File: config.mk
export PLATFORM = sky130hd
export DESIGN_NAME = seg_scan_driver
export DESIGN_NICKNAME = d
export VERILOG_FILES = /design/src/rtl/seg_scan_driver.sv
export SDC_FILE = /design/constraint.sdc
export NUM_CORES = 1
export LEC_CHECK = 0
export BUFFER_PORTS_ARGS = -buffer_cell sky130_fd_sc_hd__buf_4
export CAP_MARGIN = 10
export CORE_MARGIN = 2
export CORE_UTILIZATION = 50
export DETAILED_ROUTE_END_ITERATION = 10
export GPL_TIMING_DRIVEN = 0
export PLACE_DENSITY = 0.72
export SYNTH_ARGS = -nofsm -noshare
export SYNTH_HDL_FRONTEND = slang
export SYNTH_SLANG_ARGS = --single-unit
File: constraint.sdc
create_clock -name clk -period 2.6 [get_ports clk]
set_clock_uncertainty 0.1 [all_clocks]
set_input_delay 0.26 -clock clk [delete_from_list [all_inputs] [get_ports clk]]
set_output_delay 0.26 -clock clk [all_outputs]
set_load 0.1 [all_outputs]
File: src/rtl/seg_scan_driver.sv
// Time-multiplexed common-anode 7-segment scanner with per-digit enable, decimal points,
// leading-zero suppression, anti-ghost blanking and frame-synchronous content updates.
module seg_scan_driver #(
  parameter int unsigned N_DIG    = 8,
  parameter int unsigned SCAN_DIV = 100000,
  parameter int unsigned BLANK    = 8
) (
  input  logic               clk,
  input  logic               rst,
  input  logic [4*N_DIG-1:0] data,
  input  logic [N_DIG-1:0]   dp,
  input  logic [N_DIG-1:0]   dig_en,
  input  logic               lz_sup,
  input  logic               load,
  output logic [7:0]         seg,
  output logic [N_DIG-1:0]   an,
  output logic               frame_tk
);

  localparam int unsigned IdxW = (N_DIG > 1) ? $clog2(N_DIG) : 1;
  localparam int unsigned DivW = $clog2(SCAN_DIV);

  localparam logic [IdxW-1:0] IdxLast  = IdxW'(N_DIG - 1);
  localparam logic [DivW-1:0] DivLast  = DivW'(SCAN_DIV - 1);
  localparam logic [DivW-1:0] BlankCnt = DivW'(BLANK);

  if (N_DIG < 1 || N_DIG > 8) begin : gen_chk_ndig
    $error("seg_scan_driver: N_DIG must be in 1..8");
  end
  if (SCAN_DIV < 2) begin : gen_chk_div
    $error("seg_scan_driver: SCAN_DIV must be >= 2");
  end
  if (BLANK >= SCAN_DIV) begin : gen_chk_blank
    $error("seg_scan_driver: BLANK must be < SCAN_DIV");
  end

  typedef struct packed {
    logic [4*N_DIG-1:0] data;
    logic [N_DIG-1:0]   dp;
    logic [N_DIG-1:0]   en;
    logic               lz;
  } frame_t;

  // Active-low gfedcba pattern for one hex nibble.
  function automatic logic [6:0] hex7(input logic [3:0] nib);
    logic [6:0] pat;
    case (nib)
      4'h0: pat = 7'h40;
      4'h1: pat = 7'h79;
      4'h2: pat = 7'h24;
      4'h3: pat = 7'h30;
      4'h4: pat = 7'h19;
      4'h5: pat = 7'h12;
      4'h6: pat = 7'h02;
      4'h7: pat = 7'h78;
      4'h8: pat = 7'h00;
      4'h9: pat = 7'h18;
      4'hA: pat = 7'h08;
      4'hB: pat = 7'h03;
      4'hC: pat = 7'h46;
      4'hD: pat = 7'h21;
      4'hE: pat = 7'h06;
      4'hF: pat = 7'h0E;
      default: pat = 7'h7F;
    endcase
    return pat;
  endfunction

  logic [DivW-1:0]  div_cnt_q, div_cnt_d;
  logic [IdxW-1:0]  idx_q, idx_d;
  frame_t           pend_q, pend_d;
  frame_t           shad_q, shad_d;
  logic [7:0]       seg_q, seg_d;
  logic [N_DIG-1:0] an_q, an_d;
  logic             frame_tk_q, frame_tk_d;

  frame_t           in_frame;
  logic             div_wrap;
  logic             frame_wrap;

  assign in_frame = '{data: data, dp: dp, en: dig_en, lz: lz_sup};

  // Scan counters and frame buffering.
  always_comb begin
    div_wrap   = (div_cnt_q == DivLast);
    frame_wrap = div_wrap && (idx_q == IdxLast);

    div_cnt_d = div_wrap ? '0 : div_cnt_q + 1'b1;

    idx_d = idx_q;
    if (div_wrap) begin
      idx_d = (idx_q == IdxLast) ? '0 : idx_q + 1'b1;
    end

    pend_d = load ? in_frame : pend_q;

    // A load landing on the wrap edge goes straight to the display so it is not lost a frame.
    shad_d = shad_q;
    if (frame_wrap) begin
      shad_d = load ? in_frame : pend_q;
    end

    frame_tk_d = frame_wrap;
  end

  logic [N_DIG-1:0] lz_hit;
  logic             zero_above;
  logic [3:0]       cur_nib;
  logic             cur_dp;
  logic             cur_en;
  logic             cur_lz;
  logic             lit;

  // Output decode for the slot currently addressed by idx_q.
  always_comb begin
    lz_hit     = '0;
    zero_above = 1'b1;
    for (int i = int'(N_DIG) - 1; i >= 0; i--) begin
      zero_above = zero_above && (shad_q.data[4*i +: 4] == 4'h0);
      lz_hit[i]  = zero_above && (i != 0) && shad_q.lz;
    end

    cur_nib = 4'h0;
    cur_dp  = 1'b0;
    cur_en  = 1'b0;
    cur_lz  = 1'b0;
    for (int i = 0; i < int'(N_DIG); i++) begin
      if (idx_q == IdxW'(i)) begin
        cur_nib = shad_q.data[4*i +: 4];
        cur_dp  = shad_q.dp[i];
        cur_en  = shad_q.en[i];
        cur_lz  = lz_hit[i];
      end
    end

    // A suppressed zero still lights when its decimal point is requested.
    lit = (div_cnt_q >= BlankCnt) && cur_en && !(cur_lz && !cur_dp);

    an_d = '1;
    for (int i = 0; i < int'(N_DIG); i++) begin
      if (lit && (idx_q == IdxW'(i))) begin
        an_d[i] = 1'b0;
      end
    end

    seg_d = 8'hFF;
    if (lit) begin
      seg_d = {~cur_dp, cur_lz ? 7'h7F : hex7(cur_nib)};
    end
  end

  always_ff @(posedge clk) begin
    if (rst) begin
      div_cnt_q  <= '0;
      idx_q      <= '0;
      pend_q     <= '0;
      shad_q     <= '0;
      seg_q      <= 8'hFF;
      an_q       <= '1;
      frame_tk_q <= 1'b0;
    end else begin
      div_cnt_q  <= div_cnt_d;
      idx_q      <= idx_d;
      pend_q     <= pend_d;
      shad_q     <= shad_d;
      seg_q      <= seg_d;
      an_q       <= an_d;
      frame_tk_q <= frame_tk_d;
    end
  end

  assign seg      = seg_q;
  assign an       = an_q;
  assign frame_tk = frame_tk_q;

endmodule

==> metrics.yaml <==
status:
  status: "finished, violations left"
  violations: "setup timing"
floorplanning:
  initial_utilization: 0.507
  die_area_um2: 11700
  io_pins: 69
  coreArea_um2: 10700
  fp.dieH_um: 108
  die_w_um: 108
  rows: 38
critical_path:
  crit_fanout: 6
  r2r-start: "idx_q[1]"
  crit_arrival_ns: 2.94
  crit_required_ns: 2.94
  r2r_setup_slack_ns: -0.0005
  cp-start-kind: "flip-flop"
  r2r_cells: 12
  cp-startpoint: "idx_q[1]"
  worst-setup-path-type: "reg -> reg"
  endpoint_kind: "flip-flop"
  r2r_end: "seg[3]"
synth:
  netlist_area_um2: 5440
  netlist_instances: 608
  synth_most_common_cell: "dfxtp_1"
  synth_nets: 673
  synth_enable_flop_cells: 0
  ys_seq_elements: 135
  synth.top_cell.area_share: 0.497
  ys_seq_area_frac: 0.497
  yosys-top-cells-count: "dfxtp_1 (135), nand2_1 (84), nor2_1 (77)"
  async_flop_share: 0
  synth_area_leaders: "dfxtp_1 (50%), mux2i_1 (9.4%), nand2_1 (5.8%)"
  syn_area_per_cell_um2: 8.95
  yosysTopAreaCell: "dfxtp_1"
  synthFlopType: "dfxtp_1"
  synth_warnings: 0
  ys_types: 45
timing:
  slew_violations: 0
  rsz0062_at_grt: "yes"
  fin_crit_sh: 1.00
  max_slew_margin: 0.449
  final_hold_viol_count: 0
  worst_pin_slew_ns: 0.826
  fin_ws_ns: -0.000544
  timing.fmax_mhz: 385
  finalSetupViolations: 1
  post-route-min-period_ns: 2.60
  holdWs_ns: 0.0677
power:
  power.leakage_nw: 3.07
  clkPwrFrac: 0.527
  combPwrFrac: 0.055
  switchingPower_mw: 1.02
  power.density_nw_per_um2: 679
  p_int_mw: 4.07
  seqPwrFrac: 0.418
  switching_share: 0.201
  ir_worst_vdd_mv: 0.478
cells_and_area:
  drive_above_1_share: 0.205
  nFillCells: 821
  antenna_cells: 0
  syn2layout_area_growth_pct: 37.9
  stdcell_count: 900
  nNetsFinal: 813
routing:
  drc: 0
  wl_um: 13100
  vias: 4801
  dr.pass1.iters: 5
  post_drt_wl_per_cell_um: 14.6
  ant_nets: 0
  first_iter_violations: 294
  viasPerCell: 5.33
clock_network:
  cts.sink_count: 135
  cts_tree: "built"
  clkTransAtPathRegs_ns: 0.06
  clock_latency_ns: 0.52
  cts-root-buf: "clkbuf_8"
  clockBufferDepth: 2
  cts_buffers: 17
  htreeDepth: 4
flow_run:
  maxCapViolations: 0
grt:
  grt_max_degree: 17
  grtUsageMet2: 0.386
  grt_pass1_wl_um: 21300
  met3_usage: 0.0651
  grt_use_met1: 0.294
  busiest_layer: "met2"
  grt_pass1_vias: 4582
  grt_overflow_total: 0
  track_usage: 0.234
  antenna_found_initial: 0
worst_hold_path:
  whs_endpoint: "div_cnt_q[7]"
  min_path_cells: 4
  holdCritStartpoint: "rst"
  hold_path_class: "in -> reg"
place:
  dp_cells: 815
  hpwl_um: 8700
  gp_congestion: 0.976
  io_buffer_count: 67
-- metal layers --
metal / part of all wire / vias to the layer above
met5: 0 / -
met4: 0.024 / 0
met3: 0.061 / 37
met2: 0.48 / 183
met1: 0.44 / 2217
li1: - / 2364
-- through the flow --
stage	util	setup TNS (ns)	worst slack [ns]	instance area (um^2)	power, mW
CTS	0.686	0	0.00398	7370	5.13
finish	0.698	-0.000544	-0.000544	7500	5.10
global route	0.698	-0.317	-0.161	7500	5.26
global placement	0.573	-1.34	-0.296	6160	2.39
floorplan	-	0	0.0435	5480	2.30
detailed placement	0.573	-2.04	-0.377	6160	2.40
-- layout make-up --
| cell class | instances | area [um^2] | area share |
|---|---|---|---|
| Buffer | 33 | 193 | 0.0257 |
| Clock buffer | 20 | 445 | 0.0594 |
| Clock inverter | 11 | 219 | 0.0292 |
| Inverter | 20 | 77.6 | 0.0103 |
| Multi-Input combinational cell | 416 | 2620 | 0.349 |
| Sequential cell | 135 | 2710 | 0.361 |
| Tap cell | 140 | 175 | 0.0233 |
| Timing Repair Buffer | 125 | 1060 | 0.141 |
-- cell usage in the layout, fill, tap and decap left out, types with 6 or more instances in the layout --
cell type | Yosys | layout
dfxtp_1 | 135 | 132
nand2_1 | 84 | 84
buf_4 | 2 | 78
nor2_1 | 77 | 77
mux2i_1 | 51 | 51
o21ai_1 | 49 | 50
dlygate4sd3_1 | 0 | 49
inv_1 | 20 | 16
clkbuf_16 | 0 | 16
a21oi_1 | 17 | 15
nand3_1 | 13 | 13
clkbuf_1 | 16 | 12
xor2_1 | 11 | 11
buf_2 | 15 | 10
nor4_1 | 9 | 9
nand2b_1 | 8 | 8
a31oi_1 | 8 | 7
o21ai_0 | 8 | 7
bufinv_16 | 0 | 6
-- power by group through the flow --
stage / sequential [mW] / combinational (mW) / clock (mW)
2_1_floorplan: 2.17 / 0.126 / 0
4_1_cts: 2.13 / 0.279 / 2.72
3_3_place_gp: 2.18 / 0.214 / 0
3_5_place_dp: 2.18 / 0.219 / 0
5_1_grt: 2.13 / 0.305 / 2.82
6_report: 2.13 / 0.278 / 2.69
-- how the worst max path moves through the flow --
stage,end,slack (ns),cells after the start
2_1_floorplan,seg[3],0.04,11
3_3_place_gp,seg[3],-0.30,10
3_5_place_dp,seg[3],-0.38,10
4_1_cts,seg[3],0.004,12
5_1_grt,seg[3],-0.16,11
6_report,seg[3],-0.0005,12
-- flip-flops by register name, indices dropped and copies added (netlist names) --
signal     count
frame_tk       1
an             8
shad_q        49
div_cnt_q     17
pend_q        49
idx_q          3
seg            8
-- critical path, stage by stage (launching register included) --
cell and delay (ns):
dfxtp_4 0.38, inv_4 0.05, ha_4 0.17, buf_8 0.13, nand3b_1 0.19, a221oi_2 0.25
o22ai_1 0.12, nand2_1 0.14, o311ai_4 0.17, ha_4 0.34, mux2i_1 0.19, nor2_1 0.06
o31ai_1 0.22
-- kinds of logic after synthesis --
group / count (synthesis) / synth area share
compound gates: 115 / 0.126
fa+ha+maj: 13 / 0.0299
buf+inv: 57 / 0.0441
flops: 135 / 0.497
xor+xnor: 16 / 0.0257
mux: 54 / 0.100
simple gates: 218 / 0.178
-- what timing repair did --
item,in CTS,in global routing
hold endpoints to repair,97,0
setup endpoints to repair,14,7
gates resized for setup,23,20
buffers inserted,1,8
pin swaps,6,8
cloned,0,0
hold buffers,49,0
Power figures use the tool's default switching activity.
